File: src/rtl/booth_mult_arbiter_if.sv
// Signal bundle between booth_mult_arbiter, its requester clients and the multiplier core.
// slave is the arbiter's view; master is the view of the surrounding clients and core.
interface booth_mult_arbiter_if #(
    parameter int NREQ = 4,
    parameter int ID_W = 2
);
    logic [NREQ-1:0]    req_valid;
    logic [NREQ*16-1:0] req_a;
    logic [NREQ*16-1:0] req_b;
    logic [NREQ-1:0]    req_ready;

    logic               rsp_valid;
    logic               rsp_ready;
    logic [ID_W-1:0]    rsp_id;
    logic [31:0]        rsp_prod;
    logic               rsp_err;

    logic               m_en;
    logic [15:0]        m_a;
    logic [15:0]        m_b;
    logic [31:0]        m_prod;
    logic               m_done;

    modport slave (
        input  req_valid, req_a, req_b, rsp_ready, m_prod, m_done,
        output req_ready, rsp_valid, rsp_id, rsp_prod, rsp_err, m_en, m_a, m_b
    );

    modport master (
        output req_valid, req_a, req_b, rsp_ready, m_prod, m_done,
        input  req_ready, rsp_valid, rsp_id, rsp_prod, rsp_err, m_en, m_a, m_b
    );
endinterface

File: src/rtl/booth_mult_arbiter.sv
// Round-robin arbiter/sequencer sharing one sequential Booth multiplier core among NREQ clients.
// Optional watchdog abort of a stuck core is enabled by defining BOOTH_MULT_ARB_TIMEOUT_EN.
module booth_mult_arbiter #(
    parameter int NREQ    = 4,
    parameter int ID_W    = 2,
    parameter int TIMEOUT = 32
) (
    input  logic                clk,
    input  logic                rst,
    booth_mult_arbiter_if.slave bus
);
    typedef enum logic [1:0] {IDLE, RUN, RESP} state_t;

    state_t          state;
    state_t          state_next;
    logic [ID_W-1:0] rr_ptr;
    logic [ID_W-1:0] grant;
    logic            grant_found;
    logic [15:0]     grant_a;
    logic [15:0]     grant_b;
    logic [ID_W-1:0] job_id;
    logic [15:0]     a_q;
    logic [15:0]     b_q;
    logic            rsp_valid_q;
    logic [ID_W-1:0] rsp_id_q;
    logic [31:0]     rsp_prod_q;
    logic            wdog_expired;
    int              best_dist;

    if (NREQ < 2 || NREQ > 8 || NREQ > (1 << ID_W) || TIMEOUT < 1) begin : g_bad_params
        $error("booth_mult_arbiter: illegal NREQ/ID_W/TIMEOUT combination");
    end

    // Grant the valid requester closest to rr_ptr in upward, wrapping order.
    always_comb begin : p_grant
        // NOTE: every always_comb output gets a default first so no path leaves it unassigned (no latch).
        grant       = '0;
        grant_found = 1'b0;
        grant_a     = '0;
        grant_b     = '0;
        best_dist   = NREQ;
        for (int i = 0; i < NREQ; i++) begin
            if (bus.req_valid[i] && ((i - int'(rr_ptr) + NREQ) % NREQ) < best_dist) begin
                best_dist   = (i - int'(rr_ptr) + NREQ) % NREQ;
                grant       = ID_W'(i);
                grant_found = 1'b1;
                grant_a     = bus.req_a[16*i +: 16];
                grant_b     = bus.req_b[16*i +: 16];
            end
        end
    end

    always_comb begin : p_next_state
        state_next = state;
        unique case (state)
            IDLE:    if (grant_found) state_next = RUN;
            RUN:     if (bus.m_done || wdog_expired) state_next = RESP;
            RESP:    if (bus.rsp_ready) state_next = IDLE;
            default: state_next = IDLE;
        endcase
    end

    always_ff @(posedge clk) begin : p_state_reg
        // NOTE: sequential state is updated with non-blocking assignments so all flops sample together.
        if (rst) begin
            state <= IDLE;
        end else begin
            state <= state_next;
        end
    end

    always_ff @(posedge clk) begin : p_datapath
        if (rst) begin
            rr_ptr      <= '0;
            job_id      <= '0;
            a_q         <= '0;
            b_q         <= '0;
            rsp_valid_q <= 1'b0;
            rsp_id_q    <= '0;
            rsp_prod_q  <= '0;
        end else begin
            case (state)
                IDLE: begin
                    if (grant_found) begin
                        a_q    <= grant_a;
                        b_q    <= grant_b;
                        job_id <= grant;
                        rr_ptr <= ID_W'((int'(grant) + 1) % NREQ);
                    end
                end
                RUN: begin
                    if (bus.m_done) begin
                        rsp_prod_q  <= bus.m_prod;
                        rsp_id_q    <= job_id;
                        rsp_valid_q <= 1'b1;
                    end else if (wdog_expired) begin
                        rsp_prod_q  <= '0;
                        rsp_id_q    <= job_id;
                        rsp_valid_q <= 1'b1;
                    end
                end
                RESP: begin
                    if (bus.rsp_ready) rsp_valid_q <= 1'b0;
                end
                default: ;
            endcase
        end
    end

`ifdef BOOTH_MULT_ARB_TIMEOUT_EN
    localparam int CNT_W = $clog2(TIMEOUT + 1);

    logic [CNT_W-1:0] wdog_cnt;
    logic             rsp_err_q;

    // Counter idles at zero outside RUN, so it restarts on every job.
    assign wdog_expired = (state == RUN) && !bus.m_done && (wdog_cnt == CNT_W'(TIMEOUT));

    always_ff @(posedge clk) begin : p_watchdog
        if (rst) begin
            wdog_cnt  <= '0;
            rsp_err_q <= 1'b0;
        end else begin
            if (state != RUN) begin
                wdog_cnt <= '0;
            end else if (!bus.m_done && !wdog_expired) begin
                wdog_cnt <= wdog_cnt + 1'b1;
            end
            if (state == RUN) begin
                if (bus.m_done) begin
                    rsp_err_q <= 1'b0;
                end else if (wdog_expired) begin
                    rsp_err_q <= 1'b1;
                end
            end
        end
    end

    assign bus.rsp_err = rsp_err_q;
`else
    assign wdog_expired = 1'b0;
    assign bus.rsp_err  = 1'b0;
`endif

    // Core is enabled only in RUN; IDLE and RESP both hold it cleared.
    assign bus.m_en      = (state == RUN);
    assign bus.m_a       = a_q;
    assign bus.m_b       = b_q;
    assign bus.req_ready = (state == IDLE && !rst && grant_found) ? (NREQ'(1) << grant) : '0;
    assign bus.rsp_valid = rsp_valid_q;
    assign bus.rsp_id    = rsp_id_q;
    assign bus.rsp_prod  = rsp_prod_q;
endmodule

File: src/flat_wrapper.sv
// flat-port wrapper written by rule: the top's interface ports become plain ports
module booth_mult_arbiter_flat 
#(
    parameter int NREQ    = 4,
    parameter int ID_W    = 2,
    parameter int TIMEOUT = 32
)
  (clk, rst, bus_req_valid, bus_req_a, bus_req_b, bus_rsp_ready, bus_m_prod, bus_m_done, bus_req_ready, bus_rsp_valid, bus_rsp_id, bus_rsp_prod, bus_rsp_err, bus_m_en, bus_m_a, bus_m_b);
  booth_mult_arbiter_if #(.NREQ(NREQ), .ID_W(ID_W)) bus_i ();
  input  logic clk;
  input  logic rst;
  input wire logic [$bits(bus_i.req_valid)-1:0] bus_req_valid;
  input wire logic [$bits(bus_i.req_a)-1:0] bus_req_a;
  input wire logic [$bits(bus_i.req_b)-1:0] bus_req_b;
  input wire logic [$bits(bus_i.rsp_ready)-1:0] bus_rsp_ready;
  input wire logic [$bits(bus_i.m_prod)-1:0] bus_m_prod;
  input wire logic [$bits(bus_i.m_done)-1:0] bus_m_done;
  output wire logic [$bits(bus_i.req_ready)-1:0] bus_req_ready;
  output wire logic [$bits(bus_i.rsp_valid)-1:0] bus_rsp_valid;
  output wire logic [$bits(bus_i.rsp_id)-1:0] bus_rsp_id;
  output wire logic [$bits(bus_i.rsp_prod)-1:0] bus_rsp_prod;
  output wire logic [$bits(bus_i.rsp_err)-1:0] bus_rsp_err;
  output wire logic [$bits(bus_i.m_en)-1:0] bus_m_en;
  output wire logic [$bits(bus_i.m_a)-1:0] bus_m_a;
  output wire logic [$bits(bus_i.m_b)-1:0] bus_m_b;
  assign bus_i.req_valid = bus_req_valid;
  assign bus_i.req_a = bus_req_a;
  assign bus_i.req_b = bus_req_b;
  assign bus_i.rsp_ready = bus_rsp_ready;
  assign bus_i.m_prod = bus_m_prod;
  assign bus_i.m_done = bus_m_done;
  assign bus_req_ready = bus_i.req_ready;
  assign bus_rsp_valid = bus_i.rsp_valid;
  assign bus_rsp_id = bus_i.rsp_id;
  assign bus_rsp_prod = bus_i.rsp_prod;
  assign bus_rsp_err = bus_i.rsp_err;
  assign bus_m_en = bus_i.m_en;
  assign bus_m_a = bus_i.m_a;
  assign bus_m_b = bus_i.m_b;
  booth_mult_arbiter #(.NREQ(NREQ), .ID_W(ID_W), .TIMEOUT(TIMEOUT)) u_core (.clk(clk), .rst(rst), .bus(bus_i));
endmodule
File: config.mk
export PLATFORM = sky130hd
export DESIGN_NAME = booth_mult_arbiter_flat
export DESIGN_NICKNAME = d
export VERILOG_FILES = /design/src/rtl/booth_mult_arbiter_if.sv /design/src/rtl/booth_mult_arbiter.sv /design/src/flat_wrapper.sv
export SDC_FILE = /design/constraint.sdc
export NUM_CORES = 1
export LEC_CHECK = 0
export ABC_CLOCK_PERIOD_IN_PS = 4800
export BUFFER_PORTS_ARGS = -buffer_cell sky130_fd_sc_hd__buf_2
export CORE_ASPECT_RATIO = 1.75
export CORE_MARGIN = 1
export CORE_UTILIZATION = 40
export CTS_CLUSTER_SIZE = 28
export DETAILED_ROUTE_END_ITERATION = 6
export GPL_TIMING_DRIVEN = 1
export PLACE_DENSITY = 0.77
export SLEW_MARGIN = 20
export SYNTH_ARGS = -nofsm -noshare
export SYNTH_HDL_FRONTEND = slang
export SYNTH_SLANG_ARGS = --single-unit
File: constraint.sdc
create_clock -name clk -period 4.8 [get_ports clk]
set_clock_uncertainty 0.1 [all_clocks]
set_input_delay 0.72 -clock clk [delete_from_list [all_inputs] [get_ports clk]]
set_output_delay 0.72 -clock clk [all_outputs]
set_load 0.005 [all_outputs]
### After elaboration in Yosys (flattened, before gate mapping)

Index checks and enable logic that the tools add are counted.

* register bits after elaboration: 73
* input bits: 168
* output and inout bits: 73
* word-level logic and storage cells: 74

* add/sub/neg operators: 9
* $lt $le $gt $ge: 4
* equality and inequality tests: 5
* shift-type cells: 1
* muxes and demuxes: 26
* bitwise operators: 4
* reduce and logical (&&, ||, !) cells: 17

Operator list (count)
* 16-bit 2-to-1 mux: 8
* 32-bit by 4-bit adder with 32-bit output (second input constant): 3
* 3-bit by 32-bit less-than comparator with 1-bit output: 3
* 32-bit 2-to-1 mux: 3
* 2-bit 2-to-1 mux: 5
* 2-bit OR reduction: 4
* 1-bit 2-to-1 mux: 7
* 1-bit logical AND: 6
* 2-bit case mux with 3 select lines: 1
* 3-bit AND reduction: 2
* 1-bit by 2-bit subtractor with 3-bit output (first input constant): 2
* 2-bit by 2-bit subtractor with 3-bit output (first input constant): 2
* 3-bit by 4-bit adder with 5-bit output (second input constant): 1
* 1-bit bitwise AND: 4
* 3-bit by 4-bit less-than comparator with 1-bit output (second input constant): 1
* 4-bit 2-to-1 mux: 1
* 2-bit != test (second input constant): 2
* 2-bit AND reduction: 2
* 1-bit by 2-bit << shifter with 4-bit output (first input constant): 1
* 2-bit by 1-bit adder with 2-bit output (second input constant): 1
* 2-bit by 1-bit equality test with 1-bit output (second input constant): 1
* 2-bit equality test (second input constant): 1
* 2-bit logical NOT: 1
* 2-bit by 1-bit != test with 1-bit output (second input constant): 1
* 3 further kinds: 3

### Longest topological paths before layout

Gate-level depths: netlist of the first run.

* word-level depth: 18
* mapped depth: 16
* mapped depth without buffers: 14

### Worst setup path after synthesis of the first run

Ideal clock, no wire load.

* path kind: input port to output port
* from: input port bus_req_valid[0]
* to: output port bus_req_ready[3]
* arrival: 3426 ps
* required time: 3980 ps
* slack: 554 ps
* stages: 15
* buffers on the path: 3
* cells stage by stage: buf_6 > mux2i_1 > a21oi_1 > ha_1 > o22ai_2 > o21ai_2 > clkbuf_1 > o21ai_0 > ha_1 > nor2b_1 > a41o_1 > a21oi_1 > nand2b_1 > buf_4 > nor2_1

* longest elaborated chain between the ends: 13
* elaborated cells on any way between the ends: 20
* those cells by class: 3 x order compare; 1 x shift; 11 x mux; 5 x reduce/logical

Ends and longest elaborated chain
* start: declaration: RTL line flat_wrapper.sv:12 `input wire logic [$bits(bus_i.req_valid)-1:0] bus_req_valid;`
* 1-bit logical AND *: RTL line booth_mult_arbiter.sv:43 `if (bus.req_valid[i] && ((i - int'(rr_ptr) + NREQ) % NREQ) < best_dist) begin`
* 32-bit 2-to-1 mux: RTL line booth_mult_arbiter.sv:43
* 3-bit by 32-bit less-than comparator with 1-bit output: RTL line booth_mult_arbiter.sv:43
* 1-bit logical AND: RTL line booth_mult_arbiter.sv:43
* 32-bit 2-to-1 mux: RTL line booth_mult_arbiter.sv:43
* 3-bit by 32-bit less-than comparator with 1-bit output: RTL line booth_mult_arbiter.sv:43
* 1-bit logical AND: RTL line booth_mult_arbiter.sv:43
* 32-bit 2-to-1 mux: RTL line booth_mult_arbiter.sv:43
* 3-bit by 32-bit less-than comparator with 1-bit output: RTL line booth_mult_arbiter.sv:43
* 1-bit logical AND: RTL line booth_mult_arbiter.sv:43
* 2-bit 2-to-1 mux or 1-bit 2-to-1 mux (tied branches): RTL line booth_mult_arbiter.sv:43
* 1-bit by 2-bit << shifter with 4-bit output or 1-bit logical AND (tied branches): RTL line booth_mult_arbiter.sv:149 `assign bus.req_ready = (state == IDLE && !rst && grant_found) ? (NREQ'(1) << grant) : '0;`
* 4-bit 2-to-1 mux *: RTL line booth_mult_arbiter.sv:149
* end: declaration: RTL line flat_wrapper.sv:18 `output wire logic [$bits(bus_i.req_ready)-1:0] bus_req_ready;`

Every way passes the cells marked *; elsewhere a longest branch is shown, timed or not.

### Worst setup path after layout of the first run

Same ends and word-level chain as after synthesis.

==> results of run 1 <==
cell type report:
type	count	share of cell area [%]
multi-input cells	331	37.9
flip-flops and latches	73	27.9
repair buffers	247	24.0
clock buffers	10	4.57
well taps	117	2.80
clock inverters	6	2.63
inverters	2	0.143
diodes	1	0.0478
worst register-to-register path, delay by kind of cell, from the launching register on:
family	cells	cell delay [ps]
flip-flops	1	460
AND/OR/NAND/NOR	4	730
buffers and inverters	2	600
adder cells (fa/ha/maj)	2	410
AO/OA/AOI/OAI	7	1410
routing by layer:
| metal | GRT usage [%] | wire (um) |
|---|---|---|
| met5 | 0 | 0 |
| met4 | 14.2 | 542 |
| met3 | 4.39 | 746 |
| met2 | 45.7 | 6450 |
| met1 | 28.4 | 4730 |
synth_stat cells:
cell type	n
sky130_fd_sc_hd__o21ai_0	15
sky130_fd_sc_hd__nand2b_1	2
sky130_fd_sc_hd__a32oi_1	20
sky130_fd_sc_hd__nor3_1	3
sky130_fd_sc_hd__xnor2_1	1
sky130_fd_sc_hd__and2_0	1
sky130_fd_sc_hd__buf_1	1
sky130_fd_sc_hd__conb_1	1
sky130_fd_sc_hd__o21a_1	2
sky130_fd_sc_hd__o21ai_1	1
sky130_fd_sc_hd__a211oi_4	1
sky130_fd_sc_hd__o21ai_2	1
sky130_fd_sc_hd__a31oi_1	20
sky130_fd_sc_hd__nor4b_1	1
sky130_fd_sc_hd__dfxtp_1	73
sky130_fd_sc_hd__buf_6	3
sky130_fd_sc_hd__mux2i_1	1
sky130_fd_sc_hd__and2_1	2
sky130_fd_sc_hd__nor4_1	1
sky130_fd_sc_hd__o22ai_2	1
sky130_fd_sc_hd__nor2_1	42
sky130_fd_sc_hd__nor3b_1	1
sky130_fd_sc_hd__a221oi_1	12
sky130_fd_sc_hd__a21oi_2	1
sky130_fd_sc_hd__a41o_1	1
sky130_fd_sc_hd__inv_1	2
sky130_fd_sc_hd__or4_4	1
sky130_fd_sc_hd__a2111oi_0	1
sky130_fd_sc_hd__ha_1	2
sky130_fd_sc_hd__a211oi_1	2
sky130_fd_sc_hd__nand2_1	77
sky130_fd_sc_hd__a221o_1	20
sky130_fd_sc_hd__buf_4	4
sky130_fd_sc_hd__buf_2	6
sky130_fd_sc_hd__or3b_2	1
sky130_fd_sc_hd__o211a_1	12
sky130_fd_sc_hd__a21oi_1	39
sky130_fd_sc_hd__o211ai_1	20
sky130_fd_sc_hd__a22oi_1	1
sky130_fd_sc_hd__nor2b_1	4
sky130_fd_sc_hd__clkbuf_1	33
sky130_fd_sc_hd__nand3_1	20
power groups by stage:
stage               registers, mW  clock network (mW)  logic [mW]
detailed placement          0.739                   0       0.619
floorplan                   0.742                   0       0.384
finish                      0.729               0.833       0.627
global route                0.737               0.871       0.694
CTS                         0.728               0.847       0.621
global placement            0.737                   0       0.599
cell families after synthesis:
family,Yosys count
multiplexers,1
other,1
buffers and inverters,49
XOR/XNOR,1
adder cells (fa/ha/maj),2
AO/OA/AOI/OAI,170
flip-flops,73
AND/OR/NAND/NOR,156
flip-flops by register name, summed over array words and instances, names as in the netlist:
| register | cells |
|---|---|
| u_core.bus.rsp_prod | 32 |
| u_core.bus.m_a | 16 |
| u_core.bus.rsp_valid | 1 |
| u_core.rr_ptr | 2 |
| u_core.bus.rsp_id | 2 |
| u_core.job_id | 2 |
| u_core.state | 2 |
| u_core.bus.m_b | 16 |
cells in the final DEF (no fill, tap or decap), drive strengths merged, types with 2 or more instances in the layout:
cell | synthesis | layout
a211oi | 3 | 3
a21oi | 40 | 40
a221o | 20 | 20
a221oi | 12 | 12
a31oi | 20 | 20
a32oi | 20 | 20
and2 | 3 | 3
buf | 14 | 247
bufinv | 0 | 4
clkbuf | 33 | 10
dfxtp | 73 | 73
ha | 2 | 2
inv | 2 | 3
nand2 | 77 | 77
nand2b | 2 | 2
nand3 | 20 | 20
nor2 | 42 | 42
nor2b | 4 | 4
nor3 | 3 | 3
o211a | 12 | 12
o211ai | 20 | 20
o21a | 2 | 2
o21ai | 17 | 17
worst paths after layout:
path                                               from                      end  cells past startpoint
worst max-delay path                   bus_req_valid[0]         bus_req_ready[3]                     16
worst min-delay path            u_core.bus.rsp_prod[21]  u_core.bus.rsp_prod[21]                      2
worst max register to register         u_core.rr_ptr[0]        u_core.bus.m_b[5]                     15
worst min register to register  u_core.bus.rsp_prod[21]  u_core.bus.rsp_prod[21]                      2
==> flow_summary.json, run 1 <==
{
  "io-pin-count": 241,
  "syn_std_cell_area_mm2": 0.00366,
  "worstSetupEndpointType": "output pin",
  "routed_wire_length_per_instance_um": 15.8,
  "post-place-ws_ps": 349,
  "post_route_utilization_pct": 59.6,
  "clock_tree.htree_level_count": 3,
  "cts.clk_slew.worst_paths_ps": 60,
  "power_frac_clock_pct": 38.1,
  "tritoncts": "done",
  "wire_length_of_the_first_global_routing_pass_um": 19100,
  "post_syn_instances": 453,
  "netlist.top_cell.by_area": "sky130_fd_sc_hd__dfxtp_1",
  "placed_cell_area_mm2": 0.00484,
  "synthesis.area_per_instance_um2": 8.07,
  "worst_hold_path_type": "reg -> reg",
  "post_synth_and_or_nand_nor_area_fraction_pct": 18.1,
  "post-route-min-period_ps": 4390,
  "worst_path_dominant_cell_family": "simple AND/OR/NAND/NOR gates",
  "cp_slowest_stage_delay_ps": 310,
  "route.detailed.vias_per_inst": 5.61,
  "run_status": "completed",
  "seq_power_share_pct": 33.3,
  "worst_skew_pair.late_latency_ps": 330,
  "fmaxAchievable_ghz": 0.228,
  "timing.setup.tns_ps": 0,
  "placementRows": 45,
  "io_buffers": 239,
  "finalWorstSetupSlack_ps": 409,
  "dr.pass1.iters": 5,
  "fp.dieArea_mm2": 0.00954,
  "criticalPathCategory": "in -> out",
  "groute.usage.overall_pct": 25.8,
  "timing.hold.ws_ps": 348,
  "post_synth_cell_types": 42,
  "crit_path_max_fanout": 13,
  "cap_violations": 0,
  "drive_above_1_share_pct": 40.8,
  "detailedPlacementHpwl_um": 9120,
  "drtAntennaViolNets": 0,
  "cell_internal_pwr_mw": 1.53,
  "floorplan.initialDensity_pct": 41.6,
  "grt_pass1_vias": 4106,
  "timing.critical_path.cells": "buf_2, mux2i_1, a21oi_1, ha_1, nor3_1, o21ai_2, nand2_1, o21ai_0, ha_1, nor2b_1, a41o_1, a21oi_1, nand2b_1, buf_4, nor2_1, buf_2",
  "slowest_stage_cell_on_the_critical_path": "sky130_fd_sc_hd__nor2b_1",
  "seq_area_frac_synth_pct": 40.0,
  "cts_resized": 0,
  "fin_area_mm2": 0.00523,
  "ff_latch_area_mm2": 0.00146,
  "via_count": 4414,
  "pwr_density_cell_mw_per_mm2": 418,
  "share_of_the_synthesized_area_in_compound_gates_ao_oa_aoi_oai_pct": 34.4,
  "tightestPinTransition_ps": 860,
  "post-route-period-util_pct": 91.5,
  "synth.ff_latch_count": 73,
  "hold_viol_final": 0,
  "globalplace.congestion": 0.899,
  "p_comb_share_pct": 28.6,
  "worst_case_vdd_ir_drop_v": 0.000211,
  "synthesized_netlist_net_count": 623,
  "netlist_top_cells_area": "sky130_fd_sc_hd__dfxtp_1, sky130_fd_sc_hd__nand2_1, sky130_fd_sc_hd__a221o_1",
  "area_growth_syn_to_layout_pct": 43.1,
  "ctsRootBufferMaster": "sky130_fd_sc_hd__clkbuf_16",
  "largest_net_degree_at_the_start_of_global_routing": 59,
  "max_slew_margin_pct": 42.5,
  "synthesized_area_fraction_occupied_by_xor_and_xnor_cells_pct": 0.240,
  "worstPathBufferInverterCount": 3,
  "arithmetic_cell_share_of_the_synthesized_area_counting_full_adders_half_adders_and_majority_gates_pct": 0.684,
  "drc_errors": 0,
  "cts_buffers": 9,
  "n_fill_cell": 830,
  "clock_path_buffers": 2,
  "die_width_um": 74.3,
  "cts_num_sinks": 73,
  "overflow_left_after_global_routing": 0,
  "multiInputGateArea_mm2": 0.00198,
  "count_of_hold_fix_buffers_inserted_at_cts": 0,
  "finalNetCount": 834,
  "fin_cells": 787,
  "critPathLaunchType": "input pin",
  "initialDrtViolationCount": 285,
  "routed_wirelength_um": 12500,
  "die_height_um": 128,
  "power.static_leakage_nw": 2.43,
  "p_switching_mw": 0.662,
  "core_mm2": 0.00878,
  "crit_required_ps": 3980,
  "switching_share_pct": 30.2,
  "number_of_antenna_violations_at_the_first_check_in_global_routing": 1,
  "cts_setup_buffers": 0,
  "regToRegSetupSlack_ps": 1020,
  "timing_max_transition_violations_final": 0,
  "yosys.area.top_type_share_pct": 40.0,
  "ys.warnings.count": 0,
  "placedCellCount": 770,
  "setup_violations": 0,
  "grt_setup_unrepaired": "false",
  "dominant_combinational_cell_family_by_area_after_synthesis": "compound AO/OA/AOI/OAI gates",
  "p_total_mw": 2.19,
  "critPathArrivalTime_ps": 3570,
  "yosys-mux-area-fraction_pct": 0.274
}
No activity file was read; power rests on OpenSTA's default activity.
==> run 2: changes to the inputs <==
Settings changed: ABC_CLOCK_PERIOD_IN_PS 4800 to 3850, CORE_UTILIZATION 40 to 38.
Clock period 4.8 ns to 3.85 ns, I/O delays scaled along.
==> run 2 against run 1 <==
Compared with the run above: power increased by 24%; highest routed layer unchanged; die area increased by 5.1%; via count increased by 1.5%; wire length increased by 4.6%; cell area increased by 1.0%; largest power group unchanged; flip-flop and latch count unchanged; non-clock buffer count increased by 7.
==> flow_summary.json, run 2 (synthesized netlist as in run 1, its figures left out) <==
{
  "drive_above_1_share_pct": 42.5,
  "worst_case_vdd_ir_drop_v": 0.000283,
  "number_of_antenna_violations_at_the_first_check_in_global_routing": 0,
  "post-route-period-util_pct": 95.3,
  "placedCellCount": 781,
  "initialDrtViolationCount": 198,
  "wire_length_on_met3_um": 678,
  "cts_buffers": 9,
  "final_cell_mix": "sky130_fd_sc_hd__buf_2, sky130_fd_sc_hd__nand2_1, sky130_fd_sc_hd__dfxtp_1",
  "floorplan.initialDensity_pct": 38.9,
  "cap_violations": 0,
  "wire_length_of_the_first_global_routing_pass_um": 20100,
  "largest_net_degree_at_the_start_of_global_routing": 69,
  "tightestPinTransition_ps": 787,
  "post_route_utilization_pct": 56.2,
  "globalplace.congestion": 0.983,
  "max_slew_margin_pct": 47.5,
  "core_mm2": 0.00941,
  "final_common_cell": "sky130_fd_sc_hd__buf_2",
  "clock_path_buffers": 2,
  "fin_cells": 798,
  "worstSetupEndpointType": "output pin",
  "worst_hold_path_type": "reg -> reg",
  "criticalPathCategory": "reg -> out",
  "power.static_leakage_nw": 2.46,
  "timing.critical_path.cells": "nand2b_4, nor3b_1, a21oi_1, ha_1, o22ai_2, o21ai_2, nand2_1, o21ai_1, ha_1, nor2b_2, a41o_1, a21oi_2, nand2_1, nor4_2, buf_2",
  "overflow_left_after_global_routing": 0,
  "hold_viol_final": 0,
  "p_switching_mw": 0.857,
  "power_frac_clock_pct": 36.1,
  "cp_slowest_stage_delay_ps": 350,
  "p_comb_share_pct": 30.3,
  "grt_pass1_vias": 4283,
  "placementRows": 47,
  "worst_skew_pair.late_latency_ps": 330,
  "die_height_um": 132,
  "critPathArrivalTime_ps": 2990,
  "max_reg_flops": 32,
  "groute.usage.overall_pct": 25.1,
  "timing_max_transition_violations_final": 0,
  "drtAntennaViolNets": 0,
  "crit_path_max_fanout": 6,
  "die_width_um": 76.1,
  "slowest_stage_cell_on_the_critical_path": "sky130_fd_sc_hd__dfxtp_2",
  "clock_tree.htree_level_count": 3,
  "via_count": 4480,
  "multiInputGateArea_mm2": 0.00200,
  "crit_required_ps": 3170,
  "routed_wire_length_per_instance_um": 16.3,
  "dr_wl_met2_um": 6630,
  "ctsRootBufferMaster": "sky130_fd_sc_hd__clkbuf_16",
  "critPathLaunchType": "flop",
  "n_fill_cell": 909,
  "num_antenna_cells": 0,
  "met1_length_um": 5040,
  "finalNetCount": 841,
  "timing.setup.tns_ps": 0,
  "run_status": "completed",
  "drc_errors": 0,
  "io_buffers": 239,
  "fp.dieArea_mm2": 0.0100,
  "detailedPlacementHpwl_um": 9480,
  "dr.pass1.iters": 7,
  "routed_wirelength_um": 13000,
  "pwr_density_cell_mw_per_mm2": 512,
  "area_growth_syn_to_layout_pct": 44.6,
  "count_of_hold_fix_buffers_inserted_at_cts": 0,
  "seq_power_share_pct": 33.6,
  "io-pin-count": 241,
  "route.detailed.vias_per_inst": 5.61,
  "switching_share_pct": 31.7,
  "post-route-min-period_ps": 3670,
  "fmaxAchievable_ghz": 0.273,
  "setup_violations": 0,
  "dr.max_layer_used": "met4",
  "cts.clk_slew.worst_paths_ps": 60,
  "cts_num_sinks": 73,
  "ff_latch_area_mm2": 0.00147,
  "cell_internal_pwr_mw": 1.85,
  "grt_setup_unrepaired": "false",
  "tritoncts": "done"
}
## run 2: stage by stage
| stage | total power [mW] | cell area, um^2 | hold WS, ps | worst slack (ps) |
|---|---|---|---|---|
| global route | 2.84 | 5290 | 353 | 20.8 |
| finish | 2.71 | 5290 | 351 | 181 |
| global placement | 1.70 | 4890 | 338 | 233 |
| CTS | 2.73 | 5260 | 344 | 10.2 |
| floorplan | 1.41 | 3660 | 332 | 56.4 |
| detailed placement | 1.73 | 4890 | 347 | 51.0 |
## run 2: critical path, delay by kind of cell, from the launching register on
kind                     cells  cell delay, ps
AO/OA/AOI/OAI                6             870
buffers and inverters        1             150
adder cells (fa/ha/maj)      2             470
flip-flops                   1             350
AND/OR/NAND/NOR              6             820
## run 2: per-layer routing
metal	up-vias	track usage [%]
li1	2126	-
met1	2065	27.7
met2	233	43.6
met3	56	4.71
met4	0	16.2
met5	-	0
## run 2: final cells by class
| type | count | share of cell area (%) |
|---|---|---|
| sequential | 73 | 27.7 |
| multi-input combinational | 331 | 37.8 |
| clock buffer | 9 | 4.26 |
| timing repair buffer | 254 | 24.8 |
| inverter | 2 | 0.142 |
| tap | 122 | 2.89 |
| clock inverter | 7 | 2.39 |
## run 2: worst paths after layout
path	from	to	slack (ps)	cells after the start
worst max-delay path	u_core.rr_ptr[1]	bus_req_ready[0]	180	15
worst min-delay path	u_core.bus.rsp_prod[17]	u_core.bus.rsp_prod[17]	350	2
worst max register to register	u_core.rr_ptr[1]	u_core.bus.m_b[10]	540	16
worst min register to register	u_core.bus.rsp_prod[17]	u_core.bus.rsp_prod[17]	350	2
## run 2: what timing repair did
item                       in CTS  in global routing
pin swaps                       1                  0
setup endpoints to repair       3                  3
setup buffers                   1                  0
gates resized for setup         3                  5
## run 2: power by group through the flow
stage                     logic, mW  clock network [mW]  registers [mW]
final                         0.821               0.977           0.910
after global routing          0.890                1.03           0.919
after CTS                     0.816                1.00           0.907
after detailed placement      0.808                   0           0.920
after global placement        0.782                   0           0.918
after floorplan               0.481                   0           0.925
==> run 3: changes to the inputs <==
Settings changed: CTS_CLUSTER_DIAMETER from default to 100, SETUP_SLACK_MARGIN from default to 0.4.
==> run 3 against run 2 <==
Compared with the run above: worst hold slack barely moved; clock power fell by 19%; via count rose by 1.4%; wire length rose by 1.3%; first-iteration DRC count rose by 7.1%; critical endpoint is now bus_req_ready[1]; sequential power barely moved; largest power group is now sequential cells; fmax rose by 0.11%; register-to-register slack improved by 100 ps; non-clock buffer count rose by 8; sequential share of layout area fell by 0.46 points.
==> flow_summary.json, run 3 (synthesized netlist as in run 1, its figures left out) <==
{
  "fin_area_mm2": 0.00539,
  "cts.clk_slew.worst_paths_ps": 60,
  "drc_errors": 0,
  "max_slew_margin_pct": 31.5,
  "max_reg_flops": 32,
  "area_growth_syn_to_layout_pct": 47.3,
  "finalWorstSetupSlack_ps": 185,
  "die_width_um": 76.1,
  "crit_required_ps": 3170,
  "post-place-ws_ps": 96.8,
  "placed_cell_area_mm2": 0.00494,
  "seq_power_share_pct": 34.9,
  "run_status": "completed",
  "number_of_antenna_violations_at_the_first_check_in_global_routing": 1,
  "cts_buffers": 9,
  "globalplace.congestion": 0.979,
  "min_delay_path_depth": 2,
  "io_buffers": 239,
  "floorplan.initialDensity_pct": 38.9,
  "post_route_utilization_pct": 57.2,
  "grt_setup_unrepaired": "true",
  "timing.setup.tns_ps": 0,
  "tritoncts": "done",
  "finalNetCount": 849,
  "tightestPinTransition_ps": 1030,
  "fin_cells": 807,
  "ctsRootBufferMaster": "sky130_fd_sc_hd__clkbuf_16",
  "routed_wire_length_per_instance_um": 16.4,
  "critPathArrivalTime_ps": 2990,
  "clock_tree.htree_level_count": 3,
  "pwr_density_cell_mw_per_mm2": 484,
  "worst_hold_path_type": "reg -> reg",
  "largest_net_degree_at_the_start_of_global_routing": 53,
  "drive_above_1_share_pct": 45.0,
  "power.static_leakage_nw": 2.49,
  "grt_pass1_vias": 4369,
  "p_comb_share_pct": 34.7,
  "critical_path.endpoint": "bus_req_ready[1]",
  "wire_length_of_the_first_global_routing_pass_um": 20900,
  "die_height_um": 132,
  "groute.usage.overall_pct": 26.2,
  "clock_path_buffers": 2,
  "regToRegSetupSlack_ps": 640,
  "worst_case_vdd_ir_drop_v": 0.000302,
  "placedCellCount": 780,
  "regToRegEndpoint": "u_core.bus.m_a[14]",
  "criticalPathCategory": "reg -> out",
  "final_cell_mix": "sky130_fd_sc_hd__buf_2, sky130_fd_sc_hd__nand2_1, sky130_fd_sc_hd__dfxtp_1",
  "setup_violations": 0,
  "cts_num_sinks": 73,
  "r2r-start": "u_core.rr_ptr[1]",
  "initialDrtViolationCount": 212,
  "hold_viol_final": 0,
  "worst_skew_pair.late_latency_ps": 330,
  "cap_violations": 0,
  "routed_wirelength_um": 13200,
  "crit_path_max_fanout": 4,
  "cell_internal_pwr_mw": 1.71,
  "worst_r2r_path_depth": 16,
  "final_common_cell": "sky130_fd_sc_hd__buf_2",
  "placementRows": 47,
  "hold_path_startpoint": "u_core.bus.rsp_prod[7]",
  "p_switching_mw": 0.897,
  "core_mm2": 0.00941,
  "post-route-period-util_pct": 95.2,
  "overflow_left_after_global_routing": 0,
  "count_of_hold_fix_buffers_inserted_at_cts": 0,
  "critPathLaunchType": "flop",
  "worst_setup_path_startpoint": "u_core.rr_ptr[1]",
  "detailedPlacementHpwl_um": 9600,
  "timing_max_transition_violations_final": 0,
  "fmaxAchievable_ghz": 0.273,
  "io-pin-count": 241,
  "dr.pass1.iters": 5,
  "power_frac_clock_pct": 30.5,
  "switching_share_pct": 34.4,
  "p_total_mw": 2.60,
  "via_count": 4543,
  "fp.dieArea_mm2": 0.0100,
  "route.detailed.vias_per_inst": 5.63,
  "timing.hold.ws_ps": 351,
  "drtAntennaViolNets": 0,
  "post-route-min-period_ps": 3670,
  "worstSetupEndpointType": "output pin"
}
==> run 3: worst min-delay path by stage <==
stage	end	slack, ps
2_1_floorplan	u_core.bus.rsp_id[0]	330
4_1_cts	u_core.state[0]	350
6_report	u_core.bus.rsp_prod[7]	350
3_5_place_dp	u_core.bus.rsp_prod[29]	340
5_1_grt	u_core.bus.rsp_prod[4]	370
3_3_place_gp	u_core.bus.rsp_prod[0]	340
==> run 3: layout make-up <==
class	count	area (um^2)
diodes	1	2.50
clock buffers	9	225
clock inverters	7	61.3
fillers	906	4020
inverters	2	7.51
multi-input cells	331	2090
flip-flops and latches	73	1470
well taps	122	153
repair buffers	262	1380
==> run 3: worst max-delay path, cell delays in order, from the launching register on <==
cell and delay [ps]:
sky130_fd_sc_hd__dfxtp_4 360, sky130_fd_sc_hd__nand2b_4 150, sky130_fd_sc_hd__nor3b_4 190, sky130_fd_sc_hd__a21oi_2 80, sky130_fd_sc_hd__ha_4 290, sky130_fd_sc_hd__o22ai_4 70
sky130_fd_sc_hd__o21ai_4 200, sky130_fd_sc_hd__nand2_2 70, sky130_fd_sc_hd__o21ai_2 60, sky130_fd_sc_hd__ha_2 210, sky130_fd_sc_hd__nor2b_4 40, sky130_fd_sc_hd__a41o_1 210
sky130_fd_sc_hd__a21oi_2 190, sky130_fd_sc_hd__nand2_2 110, sky130_fd_sc_hd__buf_6 180, sky130_fd_sc_hd__nor3_2 100, sky130_fd_sc_hd__buf_2 140
==> run 3: repair_timing <==
action	in CTS	in global routing
buffers inserted	7	3
endpoints found under the setup margin	24	4
pin swaps	8	7
resized for setup	12	8
==> run 3: routing by layer <==
metal	vias up	track usage, %	routed length (um)
met5	-	0	0
met2	227	47.7	7020
met3	41	4.98	733
met1	2124	28.4	4980
met4	0	13.7	471
li1	2151	-	-
==> run 3: power groups by stage <==
stage          registers (mW)  logic (mW)  clock network [mW]
6_report                0.908       0.903               0.793
5_1_grt                 0.920       0.981               0.848
4_1_cts                 0.907       0.882               0.819
3_5_place_dp            0.920       0.832                   0
3_3_place_gp            0.918       0.800                   0
2_1_floorplan           0.925       0.511                   0
